==> config.mk <==
export PLATFORM = sky130hd
export DESIGN_NAME = stg_frame_compositor
export DESIGN_NICKNAME = d
export VERILOG_FILES = /design/src/rtl/stg_video_pkg.sv /design/src/rtl/stg_vga_timing.sv /design/src/rtl/stg_frame_compositor.sv
export SDC_FILE = /design/constraint.sdc
export NUM_CORES = 1
export LEC_CHECK = 0
export BUFFER_PORTS_ARGS = -buffer_cell sky130_fd_sc_hd__buf_2
export CORE_MARGIN = 3
export CORE_UTILIZATION = 54
export CTS_BUF_LIST = sky130_fd_sc_hd__clkbuf_4
export CTS_CLUSTER_DIAMETER = 100
export DETAILED_ROUTE_END_ITERATION = 10
export PLACE_DENSITY = 0.83
export SLEW_MARGIN = 10
export SYNTH_ARGS = -nofsm -noshare
export SYNTH_HDL_FRONTEND = slang
export SYNTH_HIERARCHICAL = 1
export SYNTH_SLANG_ARGS = --single-unit
==> constraint.sdc <==
create_clock -name clk -period 3.6 [get_ports clk]
set_clock_uncertainty 0.05 [all_clocks]
set_input_delay 0.36 -clock clk [delete_from_list [all_inputs] [get_ports clk]]
set_output_delay 0.36 -clock clk [all_outputs]
set_load 0.02 [all_outputs]
==> src/rtl/stg_video_pkg.sv <==
// Shared video timing, play-field constants and layer types for the STG frame compositor.
package stg_video_pkg;

  localparam int unsigned CLK_DIV       = 4;
  localparam int unsigned H_ACTIVE      = 640;
  localparam int unsigned H_FP          = 16;
  localparam int unsigned H_SYNC        = 96;
  localparam int unsigned H_BP          = 48;
  localparam int unsigned V_ACTIVE      = 480;
  localparam int unsigned V_FP          = 10;
  localparam int unsigned V_SYNC        = 2;
  localparam int unsigned V_BP          = 33;
  localparam int unsigned FIELD_X0      = 32;
  localparam int unsigned FIELD_Y0      = 16;
  localparam int unsigned FIELD_W       = 384;
  localparam int unsigned FIELD_H       = 448;
  localparam int unsigned LIVES         = 3;
  localparam int unsigned INVULN_FRAMES = 120;

  localparam logic [11:0] BORDER_RGB = 12'h333;

  typedef enum logic [1:0] {ALIVE, INVULN, OVER} state_e;

  typedef struct packed {
    logic        on;
    logic [11:0] rgb;
  } pixel_t;

  // Fixed layer priority: player over bullets over moon over background.
  function automatic logic [11:0] layer_mux(input pixel_t      player,
                                            input pixel_t      bullet,
                                            input pixel_t      moon,
                                            input logic [11:0] bg);
    logic [11:0] c;
    if (player.on)      c = player.rgb;
    else if (bullet.on) c = bullet.rgb;
    else if (moon.on)   c = moon.rgb;
    else                c = bg;
    return c;
  endfunction

endpackage

==> src/rtl/stg_vga_timing.sv <==
// VGA scan generator: pixel-enable divider, h/v counters, active window, raw syncs, frame tick.
module stg_vga_timing
  import stg_video_pkg::*;
#(
  parameter int unsigned ClkDiv  = CLK_DIV,
  parameter int unsigned HActive = H_ACTIVE,
  parameter int unsigned HFp     = H_FP,
  parameter int unsigned HSync   = H_SYNC,
  parameter int unsigned HBp     = H_BP,
  parameter int unsigned VActive = V_ACTIVE,
  parameter int unsigned VFp     = V_FP,
  parameter int unsigned VSync   = V_SYNC,
  parameter int unsigned VBp     = V_BP
) (
  input  logic       clk,
  input  logic       reset,
  output logic       pe,
  output logic [9:0] hcount,
  output logic [9:0] vcount,
  output logic       active,
  output logic       frame_tick,
  output logic       hsync_raw,
  output logic       vsync_raw
);

  localparam int unsigned DivW = (ClkDiv > 1) ? $clog2(ClkDiv) : 1;
  localparam logic [DivW-1:0] DivLast = DivW'(ClkDiv - 1);
  localparam logic [9:0] HLast      = 10'(HActive + HFp + HSync + HBp - 1);
  localparam logic [9:0] VLast      = 10'(VActive + VFp + VSync + VBp - 1);
  localparam logic [9:0] HActEnd    = 10'(HActive);
  localparam logic [9:0] VActEnd    = 10'(VActive);
  localparam logic [9:0] HSyncStart = 10'(HActive + HFp);
  localparam logic [9:0] HSyncEnd   = 10'(HActive + HFp + HSync);
  localparam logic [9:0] VSyncStart = 10'(VActive + VFp);
  localparam logic [9:0] VSyncEnd   = 10'(VActive + VFp + VSync);

  logic [DivW-1:0] div_q;
  logic [9:0]      hcount_q, vcount_q;
  logic            h_last, v_last;

  // pe marks the last clk of each pixel period, so counters move at the pixel boundary.
  assign pe     = (div_q == DivLast);
  assign h_last = (hcount_q == HLast);
  assign v_last = (vcount_q == VLast);

  always_ff @(posedge clk) begin
    if (!reset) begin
      div_q    <= '0;
      hcount_q <= '0;
      vcount_q <= '0;
    end else begin
      div_q <= pe ? '0 : div_q + DivW'(1);
      if (pe) begin
        hcount_q <= h_last ? '0 : hcount_q + 10'd1;
        if (h_last) vcount_q <= v_last ? '0 : vcount_q + 10'd1;
      end
    end
  end

  assign hcount     = hcount_q;
  assign vcount     = vcount_q;
  assign active     = (hcount_q < HActEnd) && (vcount_q < VActEnd);
  assign frame_tick = pe && h_last && v_last;
  assign hsync_raw  = !((hcount_q >= HSyncStart) && (hcount_q < HSyncEnd));
  assign vsync_raw  = !((vcount_q >= VSyncStart) && (vcount_q < VSyncEnd));

endmodule

==> src/rtl/stg_frame_compositor.sv <==
// Sprite layer compositor, VGA output register and player lives FSM.
// Optional HIT_FLASH_EN: blink the player (render and collision) while invulnerable.
module stg_frame_compositor
  import stg_video_pkg::*;
#(
  parameter int unsigned ClkDiv       = CLK_DIV,
  parameter int unsigned HActive      = H_ACTIVE,
  parameter int unsigned HFp          = H_FP,
  parameter int unsigned HSync        = H_SYNC,
  parameter int unsigned HBp          = H_BP,
  parameter int unsigned VActive      = V_ACTIVE,
  parameter int unsigned VFp          = V_FP,
  parameter int unsigned VSync        = V_SYNC,
  parameter int unsigned VBp          = V_BP,
  parameter int unsigned FieldX0      = FIELD_X0,
  parameter int unsigned FieldY0      = FIELD_Y0,
  parameter int unsigned FieldW       = FIELD_W,
  parameter int unsigned FieldH       = FIELD_H,
  parameter int unsigned Lives        = LIVES,
  parameter int unsigned InvulnFrames = INVULN_FRAMES
) (
  input  logic        clk,
  input  logic        reset,
  output logic [9:0]  x,
  output logic [9:0]  y,
  input  logic        player_on,
  input  logic [11:0] player_rgb,
  input  logic        bullet_on,
  input  logic [11:0] bullet_rgb,
  input  logic        moon_on,
  input  logic [11:0] moon_rgb,
  input  logic [11:0] bg_rgb,
  output logic [11:0] rgb,
  output logic        hsync,
  output logic        vsync,
  output logic        frame_tick,
  output logic        hit,
  output logic [2:0]  lives,
  output logic        game_over
);

  localparam int unsigned InvW = ($clog2(InvulnFrames + 1) > 4) ? $clog2(InvulnFrames + 1) : 4;
  localparam logic [9:0] FieldXLo = 10'(FieldX0);
  localparam logic [9:0] FieldXHi = 10'(FieldX0 + FieldW - 1);
  localparam logic [9:0] FieldYLo = 10'(FieldY0);
  localparam logic [9:0] FieldYHi = 10'(FieldY0 + FieldH - 1);

  logic       pe, active, hsync_raw, vsync_raw, in_field;
  logic [9:0] hcount, vcount;

  stg_vga_timing #(
    .ClkDiv  (ClkDiv),
    .HActive (HActive),
    .HFp     (HFp),
    .HSync   (HSync),
    .HBp     (HBp),
    .VActive (VActive),
    .VFp     (VFp),
    .VSync   (VSync),
    .VBp     (VBp)
  ) u_timing (
    .clk        (clk),
    .reset      (reset),
    .pe         (pe),
    .hcount     (hcount),
    .vcount     (vcount),
    .active     (active),
    .frame_tick (frame_tick),
    .hsync_raw  (hsync_raw),
    .vsync_raw  (vsync_raw)
  );

  assign in_field = (hcount >= FieldXLo) && (hcount <= FieldXHi) &&
                    (vcount >= FieldYLo) && (vcount <= FieldYHi);
  assign x = in_field ? hcount - FieldXLo : '0;
  assign y = in_field ? vcount - FieldYLo : '0;

  state_e            state_q, state_d;
  logic [2:0]        lives_q, lives_d;
  logic [InvW-1:0]   inv_cnt_q, inv_cnt_d;
  logic              hit_q, hit_d;
  logic              frame_hit_q, frame_hit_d;
  logic              player_vis, collide;
  pixel_t            player_px, bullet_px, moon_px;
  logic [11:0]       pix_d;

`ifdef HIT_FLASH_EN
  assign player_vis = player_on && !((state_q == INVULN) && inv_cnt_q[3]);
`else
  assign player_vis = player_on;
`endif

  assign player_px = '{on: player_vis, rgb: player_rgb};
  assign bullet_px = '{on: bullet_on, rgb: bullet_rgb};
  assign moon_px   = '{on: moon_on, rgb: moon_rgb};

  always_comb begin
    pix_d = '0;
    if (!active)       pix_d = '0;
    else if (!in_field) pix_d = BORDER_RGB;
    else               pix_d = layer_mux(player_px, bullet_px, moon_px, bg_rgb);
  end

  always_ff @(posedge clk) begin
    if (!reset) begin
      rgb   <= '0;
      hsync <= 1'b1;
      vsync <= 1'b1;
    end else if (pe) begin
      rgb   <= pix_d;
      hsync <= hsync_raw;
      vsync <= vsync_raw;
    end
  end

  // The tick pixel lies in blanking, so clearing on the tick never drops a real collision.
  assign collide     = pe && in_field && player_vis && (moon_on || bullet_on);
  assign frame_hit_d = frame_tick ? 1'b0 : (frame_hit_q || collide);

  always_comb begin
    state_d   = state_q;
    lives_d   = lives_q;
    inv_cnt_d = inv_cnt_q;
    hit_d     = 1'b0;
    if (frame_tick) begin
      unique case (state_q)
        ALIVE: begin
          if (frame_hit_q) begin
            hit_d = 1'b1;
            if (lives_q <= 3'd1) begin
              lives_d = '0;
              state_d = OVER;
            end else begin
              lives_d   = lives_q - 3'd1;
              inv_cnt_d = InvW'(InvulnFrames);
              state_d   = INVULN;
            end
          end
        end
        INVULN: begin
          if (inv_cnt_q <= InvW'(1)) begin
            inv_cnt_d = '0;
            state_d   = ALIVE;
          end else begin
            inv_cnt_d = inv_cnt_q - InvW'(1);
          end
        end
        OVER:    lives_d = '0;
        default: state_d = ALIVE;
      endcase
    end
  end

  always_ff @(posedge clk) begin
    if (!reset) begin
      state_q     <= ALIVE;
      lives_q     <= 3'(Lives);
      inv_cnt_q   <= '0;
      hit_q       <= 1'b0;
      frame_hit_q <= 1'b0;
    end else begin
      state_q     <= state_d;
      lives_q     <= lives_d;
      inv_cnt_q   <= inv_cnt_d;
      hit_q       <= hit_d;
      frame_hit_q <= frame_hit_d;
    end
  end

  assign hit       = hit_q;
  assign lives     = lives_q;
  assign game_over = (state_q == OVER);

endmodule

== Yosys cells after proc, flatten, opt, wreduce, memory -nomap -nowiden ==
Index checks and enable logic that the tools add are counted.
Operators by class
  reduce and logical (&&, ||, !) cells: 25
  muxes and demuxes: 21
  order comparisons: 12
  bitwise logic cells: 2
  add/sub/neg operators: 7
  equality and inequality tests: 8
Operators by type and width (number)
  $mux 12: 5
  $mux 10: 4
  $mux 7: 3
  $add 10x1->10 const B: 2
  $eq 10x10->1 const B: 2
  $le 10x9->1 const B: 2
  $lt 10x10->1 const B: 2
  $lt 10x9->1 const B: 2
  $pmux 7 s2: 1
  $logic_and 1x1->1: 11
  $ge 10x10->1 const B: 1
  $ge 10x5->1 const B: 1
  $ge 10x6->1 const B: 1
  $ge 10x9->1 const B: 1
  $sub 10x5->10 const B: 1
  $sub 10x6->10 const B: 1
  $reduce_and 4->1: 2
  $le 7x1->1 const B: 1
  $sub 7x1->7 const B: 1
  $mux 2: 3
  $mux 3: 2
  $ne 2x2->1 const B: 3
  $pmux 2 s3: 1
  $pmux 3 s2: 1
  other kinds (14): 21
Storage, ports and cells
  register bits: 50
  bits of input ports: 53

== Depth between registers and ports, before layout ==
  depth after elaboration: 8
  depth in mapped cells: 12
  gate-level depth less buffers: 9

== By module ==
The synthesis kept the hierarchy.
Modules (own cells, without submodules)
  stg_frame_compositor: area an instance 1993.2 sq um, sequential area each 560.5 sq um, cells an instance 246, instances 1
  stg_vga_timing: area an instance 1151.1 sq um, sequential area each 440.4 sq um, cells an instance 134, instances 1

== Least setup slack after synthesis ==
No wires, ideal clock.
  kind: register -> register
  start point: register u_timing.div_q[0]
  end point: register lives_q[2], in the netlist lives[2]
  cell stages (with the launch flop): 12
  path slack: 671 ps
  path buffers: 4
  clock period less this slack: 2929 ps
  library setup time: 70 ps
  arrival: 2809 ps
  cell sequence: dfxtp_1 > ha_1 > buf_2 > and3_1 > nand4_2 > buf_2 > buf_2 > nor2_1 > clkbuf_1 > o211ai_1 > or4_1 > a21boi_1
On the way
  cells in the longest elaborated chain, start to end: 4
RTL lines
  start: declaration: line stg_vga_timing.sv:37  | logic [DivW-1:0] div_q;
  start signal: assignment: line stg_vga_timing.sv:52  | div_q <= pe ? '0 : div_q + DivW'(1);
  $eq 2x2->1: line stg_vga_timing.sv:42  | assign pe = (div_q == DivLast);
  net pe: line stg_frame_compositor.sv:48  | logic pe, active, hsync_raw, vsync_raw, in_field;
  $logic_and 1x1->1 (2 in series): line stg_vga_timing.sv:63  | assign frame_tick = pe && h_last && v_last;
  net frame_tick: line stg_frame_compositor.sv:36  | output logic frame_tick,
  $reduce_and 3->1 (no source line)
  end signal: assignment: line stg_frame_compositor.sv:157  | lives_q <= 3'(Lives);
  end signal: assignment: line stg_frame_compositor.sv:163  | lives_q <= lives_d;
  end: declaration: line stg_frame_compositor.sv:79  | logic [2:0] lives_q, lives_d;
The timed path passes the listed nets, and every way through them passes these cells.
A chain may end at the register's enable or synchronous reset.

== Worst setup path after layout ==
  start point: register u_timing.vcount_q[4], in the netlist u_timing/vcount[4]
  end point: output y[8]
On the way
  cells in the longest elaborated chain, start to end: 4
  elaborated cells between the ends (all ways): 6
  classes of those cells: add/sub (1); order compare (2); mux (1); reduce/logical (2)
RTL lines
  start: declaration: line stg_vga_timing.sv:38  | logic [9:0] hcount_q, vcount_q;
  start signal: assignment: line stg_vga_timing.sv:55  | if (h_last) vcount_q <= v_last ? '0 : vcount_q + 10'd1;
  $ge 10x5->1: line stg_frame_compositor.sv:74  | (vcount >= FieldYLo) && (vcount <= FieldYHi);
  $logic_and 1x1->1: line stg_frame_compositor.sv:73  | assign in_field = (hcount >= FieldXLo) && (hcount <= FieldXHi) &&
  $logic_and 1x1->1: line stg_frame_compositor.sv:74
  $mux 10 (*): line stg_frame_compositor.sv:76  | assign y = in_field ? vcount - FieldYLo : '0;
  end: declaration: line stg_frame_compositor.sv:25  | output logic [9:0] y,
Every way passes the cells marked *; elsewhere a longest branch is shown, timed or not.

==> impl_summary.md <==
Outcome
The run finished with clean final reports.

Hold path
In this run the worst hold path is classified as input pin to register.

Timing
The hold violation count in the final report is 0. At the pin with the least slew margin, the transition time is 590 ps. Setup violations remaining at the end of the flow were counted as 0. Dividing the final minimum period by the clock period gives 0.822.

The worst hold slack after final layout is 249 ps. Measured against its own limit, the worst slew margin works out to 0.605. The minimum clock period is 2960 ps. The maximum achievable frequency is 338 MHz. Setup repair after global routing left no endpoint under its margin. The count of pins over their slew limit was 0. The summed negative setup slack over all endpoints is 0 ps.

Critical path
On the critical path the largest part of the delay comes from simple AND/OR/NAND/NOR gates. In this design, the stage delay of the slowest critical-path cell is 610 ps. STA classifies the critical path startpoint as a register. The required time of the critical path is 3190 ps. Counting both buffers and inverters, the worst setup path holds a total of 1.

The data arrival time at the worst-slack endpoint is 2550 ps. The maximum fanout along the worst path is 13. The critical path is of the register to output port type. Traced cell by cell, the critical path runs through ha_1, or4b_1, o211ai_2, nand3_1, nor2_1, buf_2. The slowest cell on the critical path is dfxtp_1. The worst setup path is captured at an output port.

Finish
The fraction of layout instances using a drive strength above 1 is 0.259. Summing all non-filler instances in the final layout gives an area of 3660 um2. The repair_antennas step left the layout with diodes totalling 0. Relative to the synthesized area, the layout overhead comes to 16.3%. After filler insertion, the fill cell instance count of the layout stands at 512.

The number of nets in the layout is 525.

Global routing
The routing usage on met3 is 0.0445. The met2 capacity usage during global routing is 0.403. The total congestion overflow is 0. In the global route stage, met1 resource usage came out at 0.287. The number of global-route vias before repair is 2,768.

The busiest layer in global routing is met2. Across every metal layer, demand over resource in global routing totals 0.230. Entering global routing, the biggest net connects 30 pins. The global-route wire length before repair is 12.4 mm. The initial antenna violation count is 0.

Routing
Across all layers, the routed design uses 3,069 vias. The count of TritonRoute iterations in the first routing pass is 4. The DRC marker count from the first detailed-route iteration is 203. The total routed wirelength is 7.43 mm.

The total DRC errors in the routed layout is 0. The number of nets with antenna violations after detailed routing is 0. The routed length per instance is 14.0 um. The ratio of routed vias to standard cells is 5.77.

Floorplan
The horizontal extent of the die is 82.3 um. The number of cell rows is 27. During I/O placement, the number of pins put on the boundary was 93.

The core region is 5570 um2. The vertical die dimension is 82.3 um. The floorplan step defined a die boundary enclosing 6770 um2. The initial core utilization is 0.564.

Clocking
After clock tree synthesis, the repair step resized 0 gates. The clock network latency to the later pin of the worst-skew pair is 370 ps. The number of clock buffers inserted by TritonCTS is 5.

TritonCTS built the clock tree. Counting along the longest clock path gives a buffer depth of 2. The cts-stage hold buffer count is 0. The H-tree depth is 2. Post-CTS timing repair inserted 0 buffers for setup.

The clock sink count is 50. The clock-pin slew on the worst setup and hold paths is 150 ps. The buffer cell driving the clock tree root is clkbuf_4.

Power
The total design power is 939 uW. IR analysis of the VDD net gives a maximum drop of 0.157 mV. For this design the ratio of total power to cell area is 257 nW/um2.

The cell leakage power is 0.00161 uW.

Placed design
The half-perimeter wire length after placement is 5.39 mm. At the end of routability-driven placement, the weighted congestion stood at 0.808. The number of input and output port buffers inserted is 92. The placed instances occupy a cell area of 3600 um2.

Yosys
The share of synthesized area in the top cell type comes to 0.318. The area of the mapped netlist is 3140 um2. The number of enable flip-flop cells after synthesis is 0.

The number of instances in the synthesized netlist is 380. The part of the Yosys area used for sequential elements is 0.318. Counting instances in the post-synthesis netlist gives the leading cell types as 50 x dfxtp_1, 34 x nor2_1, 29 x nand2_1. Yosys attributes the largest share of cell area to dfxtp_1 32%, ha_1 4.8%, mux2i_1 4.5%. The async set-reset flop share out of synthesis is 0. The prevailing post-synth register cell is dfxtp_1.

In this run the mean area of a mapped cell was 8.27 um2. For this run, the number of Yosys warnings is 6. Of all cell types, the one taking the most synthesized area is dfxtp_1. The number of register bits inferred by synthesis is 50.

The number of different library cells used by synthesis comes to 57. The most common cell in the synthesized netlist is dfxtp_1. When the netlist entered floorplanning its net count stood at 445.

Job
Max-cap violations in this run came to 0.
## flip-flops by register name, summed over array words and instances (netlist names)
signal / cells
rgb: 12
u_timing/hcount: 10
u_timing/vcount: 10
inv_cnt_q: 7
lives: 3
state_q: 2
u_timing/div_q: 2
frame_hit_q: 1
hit: 1
hsync: 1
vsync: 1
## cells by family (layout without fill, tap and decap cells)
kind of cell | Yosys count | count (layout) | synth area share
adder cells (fa/ha/maj) | 12 | 12 | 0.0478
flip-flops | 50 | 50 | 0.318
XOR/XNOR | 16 | 16 | 0.0446
multiplexers | 20 | 20 | 0.0661
AND/OR/NAND/NOR | 151 | 151 | 0.263
AO/OA/AOI/OAI | 90 | 90 | 0.202
buffers and inverters | 41 | 121 | 0.0585
## path summary, 6_finish.rpt
path	cells after the start	start	slack, ps	end
hold / removal	3	player_rgb[8]	250	rgb[8]
setup reg to reg	8	u_timing/hcount[0]	840	lives[2]
setup / recovery	6	u_timing/vcount[4]	640	y[8]
hold reg to reg	1	u_timing/div_q[0]	400	u_timing/div_q[0]
## final cells by class
| class | instances | area [um2] | area share |
|---|---|---|---|
| multi-input cells | 289 | 1960 | 0.536 |
| inverters | 19 | 71.3 | 0.0195 |
| clock buffers | 5 | 37.5 | 0.0103 |
| clock inverters | 2 | 13.8 | 0.00376 |
| repair buffers | 95 | 483 | 0.132 |
| well taps | 72 | 90.1 | 0.0246 |
| flip-flops and latches | 50 | 1000 | 0.274 |
## layer usage
metal,vias to the layer above,share of wire
met5,-,0
met4,0,0.0061
met3,5,0.058
met2,74,0.49
met1,1461,0.45
li1,1529,-
## report_power, final
group	switching, uW	total, uW	internal (uW)
combinational	59.0	115	55.9
clock	180	255	74.4
sequential	6.52	569	562
total	246	939	693
## cell usage in the layout, fill, tap and decap left out, drive strengths merged, types with 5 or more instances in the layout
| cell type | n |
|---|---|
| nand4 | 5 |
| mux2 | 6 |
| nor2 | 34 |
| nor2b | 8 |
| or3 | 8 |
| xnor2 | 13 |
| clkbuf | 5 |
| nor3 | 10 |
| buf | 95 |
| nand3 | 14 |
| o211ai | 5 |
| ha | 12 |
| a211oi | 6 |
| o21ai | 16 |
| mux2i | 14 |
| dfxtp | 50 |
| nand2 | 29 |
| and2 | 14 |
| a32o | 6 |
| a221oi | 6 |
| inv | 20 |
| a21boi | 7 |
| and3 | 5 |
| a21oi | 23 |
## worst min-delay path, delay by kind of cell
kind	cells	cell delay [ps]
AOI/OAI and AO/OA	2	200
buffers and inverters	1	70
## stage by stage
stage               cells  worst slack, ps   util
finish                532              639  0.656
global route          532              430  0.656
CTS                   532              643  0.656
detailed placement    525              897  0.647
global placement      525             1070  0.647
floorplan             380              671      -
Note: power is estimated with default switching activity, not from simulation.
